--- src/rtl/life_pass_ctrl.sv ---
// Sequencer for a double-buffered Game-of-Life engine: runs generation passes
// that ping-pong between two memory banks and arbitrates init/video row access.
module life_pass_ctrl #(
  parameter int DEPTH  = 256,
  parameter int DBITS  = 8,
  parameter int WB_LAG = 5
) (
  input  logic             clk,
  input  logic             reset,
  input  logic             start,
  input  logic [15:0]      gens_req,
  output logic             busy,
  output logic             done,
  output logic             cur_bank,
  input  logic             init_req,
  input  logic [DBITS-2:0] init_row,
  output logic             init_gnt,
  input  logic             vid_req,
  input  logic [DBITS-2:0] vid_row,
  output logic             vid_gnt,
  output logic             vid_valid,
  output logic [DBITS-1:0] raddr,
  output logic [DBITS-1:0] waddr,
  output logic             we,
  output logic             sh,
  output logic             ld,
  output logic             init
);

  localparam int FROWS = DEPTH / 2;
  localparam int ROWW  = DBITS - 1;
  localparam int L     = FROWS + 2 + WB_LAG;
  localparam int CW    = $clog2(L + 1);

  localparam logic [CW-1:0] C_LAST     = CW'(L - 1);
  localparam logic [CW-1:0] C_RD_END   = CW'(FROWS + 2);
  localparam logic [CW-1:0] C_WB_START = CW'(WB_LAG);
  localparam logic [CW-1:0] C_WB_END   = CW'(WB_LAG + FROWS);

  typedef enum logic [1:0] {S_IDLE, S_PASS, S_GAP} state_t;

  state_t          state_q, state_d;
  logic [CW-1:0]   c_q, c_d;
  logic [15:0]     rem_q, rem_d;
  logic            bank_q, bank_d;
  logic [2:0]      vpipe_q, vpipe_d;
  logic            busy_q, busy_d, done_q, done_d;
  logic            init_gnt_q, init_gnt_d, vid_gnt_q, vid_gnt_d;
  logic            vid_valid_q, vid_valid_d;
  logic [DBITS-1:0] raddr_q, raddr_d, waddr_q, waddr_d;
  logic            we_q, we_d, sh_q, sh_d, ld_q, ld_d, init_q, init_d;
  logic [ROWW-1:0] rd_row, wb_row;

  always_comb begin
    // NOTE: every variable gets a default first so no path leaves one unassigned (no latches).
    state_d    = state_q;
    c_d        = c_q;
    rem_d      = rem_q;
    bank_d     = bank_q;
    done_d     = 1'b0;
    init_gnt_d = 1'b0;
    vid_gnt_d  = 1'b0;

    unique case (state_q)
      S_IDLE: begin
        if (start) begin
          if (gens_req == 16'd0) begin
            done_d = 1'b1;
          end else begin
            rem_d   = gens_req;
            state_d = S_PASS;
            c_d     = '0;
          end
        // A request is still high during its own grant cycle; don't grant it twice.
        end else if (init_req && !init_gnt_q) begin
          init_gnt_d = 1'b1;
        end else if (vid_req && !vid_gnt_q) begin
          vid_gnt_d = 1'b1;
        end
      end
      S_PASS: begin
        if (c_q == C_LAST) begin
          bank_d = ~bank_q;
          rem_d  = rem_q - 16'd1;
          c_d    = '0;
          if (rem_q != 16'd1) begin
            state_d   = S_GAP;
            vid_gnt_d = vid_req;
          end else begin
            state_d = S_IDLE;
            done_d  = 1'b1;
          end
        end else begin
          c_d = c_q + CW'(1);
        end
      end
      S_GAP: begin
        state_d = S_PASS;
        c_d     = '0;
      end
      default: state_d = S_IDLE;
    endcase

    // Outputs are registered, so they are derived from the next-cycle state.
    rd_row      = ROWW'(c_d - CW'(1));
    wb_row      = ROWW'(c_d - C_WB_START);
    busy_d      = (state_d != S_IDLE);
    sh_d        = 1'b0;
    we_d        = 1'b0;
    ld_d        = vid_gnt_d;
    init_d      = init_gnt_d;
    raddr_d     = raddr_q;
    waddr_d     = waddr_q;
    vpipe_d     = {vpipe_q[1:0], vid_gnt_q};
    vid_valid_d = vpipe_q[2];

    if (state_d == S_PASS) begin
      sh_d    = 1'b1;
      raddr_d = (c_d < C_RD_END) ? {bank_d, rd_row} : {bank_d, {ROWW{1'b0}}};
      if (c_d >= C_WB_START && c_d < C_WB_END) begin
        we_d    = 1'b1;
        waddr_d = {~bank_d, wb_row};
      end
    end
    if (vid_gnt_d) raddr_d = {bank_d, vid_row};
    if (init_gnt_d) begin
      we_d    = 1'b1;
      waddr_d = {bank_d, init_row};
    end
  end

  // NOTE: sequential state uses non-blocking assignments so all flops update together.
  always_ff @(posedge clk or negedge reset) begin
    if (!reset) begin
      state_q     <= S_IDLE;
      c_q         <= '0;
      rem_q       <= '0;
      bank_q      <= 1'b0;
      vpipe_q     <= '0;
      busy_q      <= 1'b0;
      done_q      <= 1'b0;
      init_gnt_q  <= 1'b0;
      vid_gnt_q   <= 1'b0;
      vid_valid_q <= 1'b0;
      raddr_q     <= '0;
      waddr_q     <= '0;
      we_q        <= 1'b0;
      sh_q        <= 1'b0;
      ld_q        <= 1'b0;
      init_q      <= 1'b0;
    end else begin
      state_q     <= state_d;
      c_q         <= c_d;
      rem_q       <= rem_d;
      bank_q      <= bank_d;
      vpipe_q     <= vpipe_d;
      busy_q      <= busy_d;
      done_q      <= done_d;
      init_gnt_q  <= init_gnt_d;
      vid_gnt_q   <= vid_gnt_d;
      vid_valid_q <= vid_valid_d;
      raddr_q     <= raddr_d;
      waddr_q     <= waddr_d;
      we_q        <= we_d;
      sh_q        <= sh_d;
      ld_q        <= ld_d;
      init_q      <= init_d;
    end
  end

  assign busy      = busy_q;
  assign done      = done_q;
  assign cur_bank  = bank_q;
  assign init_gnt  = init_gnt_q;
  assign vid_gnt   = vid_gnt_q;
  assign vid_valid = vid_valid_q;
  assign raddr     = raddr_q;
  assign waddr     = waddr_q;
  assign we        = we_q;
  assign sh        = sh_q;
  assign ld        = ld_q;
  assign init      = init_q;

endmodule

--- config.mk ---
export PLATFORM = sky130hd
export DESIGN_NAME = life_pass_ctrl
export DESIGN_NICKNAME = d
export VERILOG_FILES = /design/src/rtl/life_pass_ctrl.sv
export SDC_FILE = /design/constraint.sdc
export NUM_CORES = 1
export LEC_CHECK = 0
export ABC_AREA = 0
export ABC_CLOCK_PERIOD_IN_PS = 3900
export BUFFER_PORTS_ARGS = -buffer_cell sky130_fd_sc_hd__buf_2
export CAP_MARGIN = 0
export CORE_MARGIN = 2
export CORE_UTILIZATION = 55
export DETAILED_ROUTE_END_ITERATION = 7
export HOLD_SLACK_MARGIN = 0.1
export PLACE_DENSITY = 0.88
export SYNTH_ARGS = -nofsm -noshare
export SYNTH_HDL_FRONTEND = slang
export SYNTH_SLANG_ARGS = --single-unit
--- constraint.sdc ---
create_clock -name clk -period 3.9 [get_ports clk]
set_clock_uncertainty 0.05 [all_clocks]
set_input_delay 0.39 -clock clk [delete_from_list [all_inputs] [get_ports clk]]
set_output_delay 0.39 -clock clk [all_outputs]
set_load 0.02 [all_outputs]
**Yosys cells after proc, flatten, opt, wreduce, memory -nomap -nowiden**

Index checks and enable logic that the tools add are counted.

- Add/subtract/negate cells: 4
- $lt $le $gt $ge: 3
- Equality and inequality tests: 8
- Mux-type cells: 39
- Bitwise logic cells: 2
- Reduce and logical (&&, ||, !) cells: 14

Operators with widths:

| kind | number |
|---|---|
| $mux W8 | 8 |
| $mux W16 | 3 |
| $pmux W16 S2 | 1 |
| $pmux W8 S3 | 1 |
| $mux W1 | 18 |
| $logic_not A16 Y1 | 1 |
| $lt A8 B8 Y1 const B | 2 |
| $ne A16 B1 Y1 const B | 1 |
| $sub A16 B1 Y16 const B | 1 |
| $reduce_bool A2 Y1 | 5 |
| $add A8 B1 Y8 const B | 1 |
| $eq A8 B8 Y1 const B | 1 |
| $ge A8 B3 Y1 const B | 1 |
| $mux W2 | 4 |
| $mux W7 | 1 |
| $sub A7 B1 Y7 const B | 1 |
| $sub A7 B3 Y7 const B | 1 |
| $ne A2 B2 Y1 const B | 3 |
| $pmux W2 S3 | 1 |
| $eq A2 B1 Y1 const B | 2 |
| $pmux W1 S2 | 2 |
| $reduce_and A4 Y1 | 1 |
| $logic_and A1 B1 Y1 | 3 |
| $eq A2 B2 Y1 const B | 1 |
| 4 further kinds | 6 |

- Register bits: 53
- Input bits: 35
- Output and inout port bits: 26
- Word-level logic and storage cells: 84

**Depth between registers and ports, before layout**

- Depth in word-level cells: 9
- Depth in mapped cells: 13
- Depth with buffers taken out: 13

**Worst setup path before layout**

OpenSTA, ideal clock, no wires.

- Kind: input to register
- Start: in gens_req[0]
- End: reg waddr_q[7], in the netlist waddr[7]
- Library setup time: 0.126 ns
- Arrival: 3.454 ns
- Required time: 3.724 ns
- Path slack: 0.270 ns
- Stages on the path: 13
- Buffers on the path: 0
- Path through: or4_1 o41a_1 o21ai_1 nand2_1 o21ai_0 inv_1 ha_1 inv_1 o22ai_1 a311o_1 nand2_4 nor2_4 a221o_1

- Word-level cells in the longest chain between the ends: 8
- Elaborated cells between the ends (all ways): 14
- Classes of those cells: 2 x order compare; 1 x eq/ne; 6 x mux; 5 x reduce/logical

Ends and longest elaborated chain:

| item | line | source |
|---|---|---|
| start, declared | 11 | `input logic [15:0] gens_req,` |
| $logic_not A16 Y1 * | 67 | `if (gens_req == 16'd0) begin` |
| $mux W8 * | 67 |  |
| $mux W8 * | 66 | `if (start) begin` |
| $pmux W8 S3 * | 64 | `unique case (state_q)` |
| net c_d[0] | 43 | `logic [CW-1:0] c_q, c_d;` |
| $ge A8 B3 Y1 or $lt A8 B8 Y1 (tied branches) | 120 | `if (c_d >= C_WB_START && c_d < C_WB_END) begin` |
| $logic_and A1 B1 Y1 * | 120 |  |
| $reduce_bool A2 Y1 (no source line) * | n/a |  |
| $reduce_and A2 Y1 (no source line) * | n/a |  |
| end signal, assigned | 163 | `waddr_q <= waddr_d;` |
| end, declared | 50 | `logic [DBITS-1:0] raddr_q, raddr_d, waddr_q, waddr_d;` |

The timed path passes the listed nets; every way through them passes the cells marked *.
A chain may end at the register's enable or synchronous reset.

**Worst setup path in the final report**

- Start: in gens_req[8]
- End: reg waddr_q[7], in the netlist waddr[7]

The elaborated chain is that of the path after synthesis.

==> flow_summary.toml <==
[synth]
syn_area_per_cell_sq_um = 8.82
postSynthRegisterBits = 53
seq_area_frac_synth_pct = 44.0
netlist_top_cells_area = "dfrtp_1 44%, nand2_1 5.0%, o21ai_0 4.1%"
synth_fp_nets = 383
synth_top_area_share_pct = 44.0
synth_flop_cell = "dfrtp_1"
yosys_warnings = 0
synth.cell_area_sq_mm = 0.00302
synth_cell_types = 56
synth.largest_area_cell = "dfrtp_1"
synth_edf_count = 0
syn-instance-count = 342
async_flop_share_pct = 100

[power_and_ir_drop]
power.leakage_nw = 1.55
peakVddDrop_uv = 415
p_per_area_mw_per_mm2 = 674

[place]
gp_congestion = 0.948
dp_slack_ps = 123
port_buffers = 60
hpwl_mm = 5.49

[global_routing]
grt_pass1_vias = 2676
globalRouteOverflowTotal = 0
grt_max_degree = 54
grt_use_total_pct = 25.7
grt_pass1_wl_mm = 12.5
antenna_found_initial = 0

[timing]
slew_violations = 0
fmax_ghz = 0.275
rsz0062_at_grt = "no"
min_period_ps = 3640
setup_ws_ps = 265
hold_viol = 0
tightest_slew_ps = 679
setup_viol = 0
period_share_pct = 93.2
maxSlewHeadroom_pct = 54.3
setup_tns_ps = 0

[floorplanning]
fp.dieW_um = 78.1
die_height_um = 78.1
io_pins = 61
start_util_pct = 58.0
row_count = 26
die_area_sq_mm = 0.00609
core_area_sq_mm = 0.00520

[worst_setup_path]
crit_required_ps = 4040
endpoint_kind = "register"
path_class = "primary input to register"
arrival_ps = 3780
start_kind = "primary input"
path_max_fanout = 7

[clock_tree]
insertion_delay_ps = 310
holdBufCountCts = 0
cts_tree = "done"
cts_setup_buffers = 0
post_cts_resized = 0
cts_buffers = 5
cts_buffer_depth = 2
clock-sinks = 53
htree_levels = 2
clk_pin_slew_worst_paths_ps = 100
ctsRootBufferMaster = "clkbuf_8"

[route]
via_count = 2853
wl_mm = 7.54
drc_errors = 0
dr.first_iter.drc_count = 227
dr.pass1.iters = 6
top_layer = "met4"
wl_per_cell_um = 16.1
wl_met2_mm = 3.80
drtAntennaViolNets = 0
wl_met3_um = 473
routed_via_density = 6.08
m1WireLength_mm = 3.14

[worst_hold_path]
hp-class = "primary input to async pin"

[cells_and_area]
n_antenna_cell = 0
nNetsFinal = 439
final_layout_size_suffix_gt1_share_pct = 21.1
filler_cell_count = 428
syn2layout_area_growth_pct = 14.8

[run_status]
outcome = "finished, final reports clean"

[job]
drv_cap = 0
==> worst max-delay path, cell delays in order <==
cell     delay [ps]
buf_2           100
or4_1           570
o41a_1          550
o21ai_1         230
nand2_1         100
o21ai_0         160
inv_1           130
ha_1            270
inv_1           140
o22ai_1         110
a311o_1         450
nand2_4         150
nor2_4           70
a221o_1         360
==> metrics by stage <==
step | hold slack (ps) | std cells | area (sq um) | util [%] | power [mW]
2_1_floorplan | 44.4 | 342 | 3020 | - | 1.68
3_3_place_gp | 287 | 461 | 3370 | 64.8 | 1.97
3_5_place_dp | 290 | 461 | 3370 | 64.8 | 2.00
4_1_cts | 161 | 469 | 3460 | 66.5 | 2.32
5_1_grt | 193 | 469 | 3460 | 66.5 | 2.51
6_report | 132 | 469 | 3460 | 66.5 | 2.33
==> power by group <==
group	internal, mW	switching [mW]	leakage, nW
clock	0.128	0.182	0.0445
sequential	0.702	0.126	0.661
combinational	0.494	0.701	0.842
total	1.32	1.01	1.55
==> kinds of logic (layout without fill, tap and decap cells) <==
logic type	Yosys count	in the layout	synth area share [%]
adders and majority gates	6	6	2.49
buffers and inverters	33	90	4.40
xor gates and xnor gates	11	11	3.19
and+or+nand+nor	131	131	21.7
AOI/OAI and AO/OA	108	108	24.3
DFF	53	53	44.0
==> layout by cell type (no fill, tap or decap), types with 3 or more instances in the layout <==
cell type	synthesis	routed
nand3_1	12	12
nand2b_1	3	3
xnor2_1	6	6
o22ai_1	5	5
o21ai_1	4	4
o221ai_1	7	7
o211ai_1	3	3
or3_1	7	7
dfrtp_1	53	53
buf_4	2	5
a21o_1	3	3
nor2b_1	4	4
a21oi_1	24	24
nor2_1	31	31
xor2_1	5	5
o21a_1	3	3
a2bb2oi_1	4	4
a22oi_1	5	5
nor3b_1	6	6
clkbuf_8	0	5
a221o_1	3	3
inv_1	17	17
o21ai_0	25	25
nor3_1	10	10
a31oi_1	3	3
nand2_1	40	40
or4_1	4	4
buf_2	1	60
ha_1	6	6
==> synth_stat cells (2+ instances only) <==
| master | n |
|---|---|
| a22oi_1 | 5 |
| nand2_1 | 40 |
| dfrtp_1 | 53 |
| a32oi_1 | 2 |
| nor2_1 | 31 |
| a22o_1 | 2 |
| or3_1 | 7 |
| or2_2 | 2 |
| a221o_1 | 3 |
| or4_1 | 4 |
| nand2b_1 | 3 |
| o22ai_1 | 5 |
| a2bb2oi_1 | 4 |
| o21ai_1 | 4 |
| xnor2_1 | 6 |
| o211ai_1 | 3 |
| a221oi_1 | 2 |
| o221ai_1 | 7 |
| ha_1 | 6 |
| xor2_1 | 5 |
| o21a_1 | 3 |
| buf_4 | 2 |
| clkbuf_1 | 13 |
| nor2b_1 | 4 |
| nor3_1 | 10 |
| a21o_1 | 3 |
| nand3_1 | 12 |
| nor2_4 | 2 |
| nor3b_1 | 6 |
| a21oi_1 | 24 |
| o21ai_0 | 25 |
| nor4_1 | 2 |
| a31oi_1 | 3 |
| inv_1 | 17 |
==> cell type report <==
cell class | count | area, sq um | share of cell area [%]
Sequential cell | 53 | 1330 | 38.3
Tap cell | 70 | 87.6 | 2.53
Clock buffer | 5 | 68.8 | 1.99
Inverter | 17 | 63.8 | 1.84
Multi-Input combinational cell | 256 | 1560 | 45.0
Clock inverter | 3 | 21.3 | 0.614
Timing Repair Buffer | 65 | 338 | 9.75
==> worst paths after layout <==
| check | startpoint | end | slack [ps] | cells after the start |
|---|---|---|---|---|
| worst max-delay path | gens_req[8] | waddr[7]$_DFFE_PN0P_ | 260 | 14 |
| worst min-delay path | reset | rem_q[10]$_DFFE_PN0P_ | 130 | 2 |
| worst max register to register | state_q[0]$_DFF_PN0_ | waddr[7]$_DFFE_PN0P_ | 520 | 13 |
| worst min register to register | vpipe_q[2]$_DFF_PN0_ | vid_valid$_DFF_PN0_ | 310 | 0 |
| max in group asynchronous | reset | waddr[5]$_DFFE_PN0P_ | 3220 | 2 |
| min in group clk | vid_row[3] | raddr[3]$_DFFE_PN0P_ | 240 | 3 |
==> state kept, by name, summed over array words and instances, names as in the netlist <==
name,flops
ld,1
we,1
rem_q,16
vid_valid,1
cur_bank,1
vpipe_q,3
done,1
state_q,2
c_q,8
busy,1
sh,1
init,1
waddr,8
raddr,8
==> routing by layer <==
metal,global-route usage [%],vias up
met5,0,-
met4,5.96,0
met3,3.91,15
met2,45.9,121
met1,33.0,1359
li1,-,1358
Power figures use the tool's default switching activity.
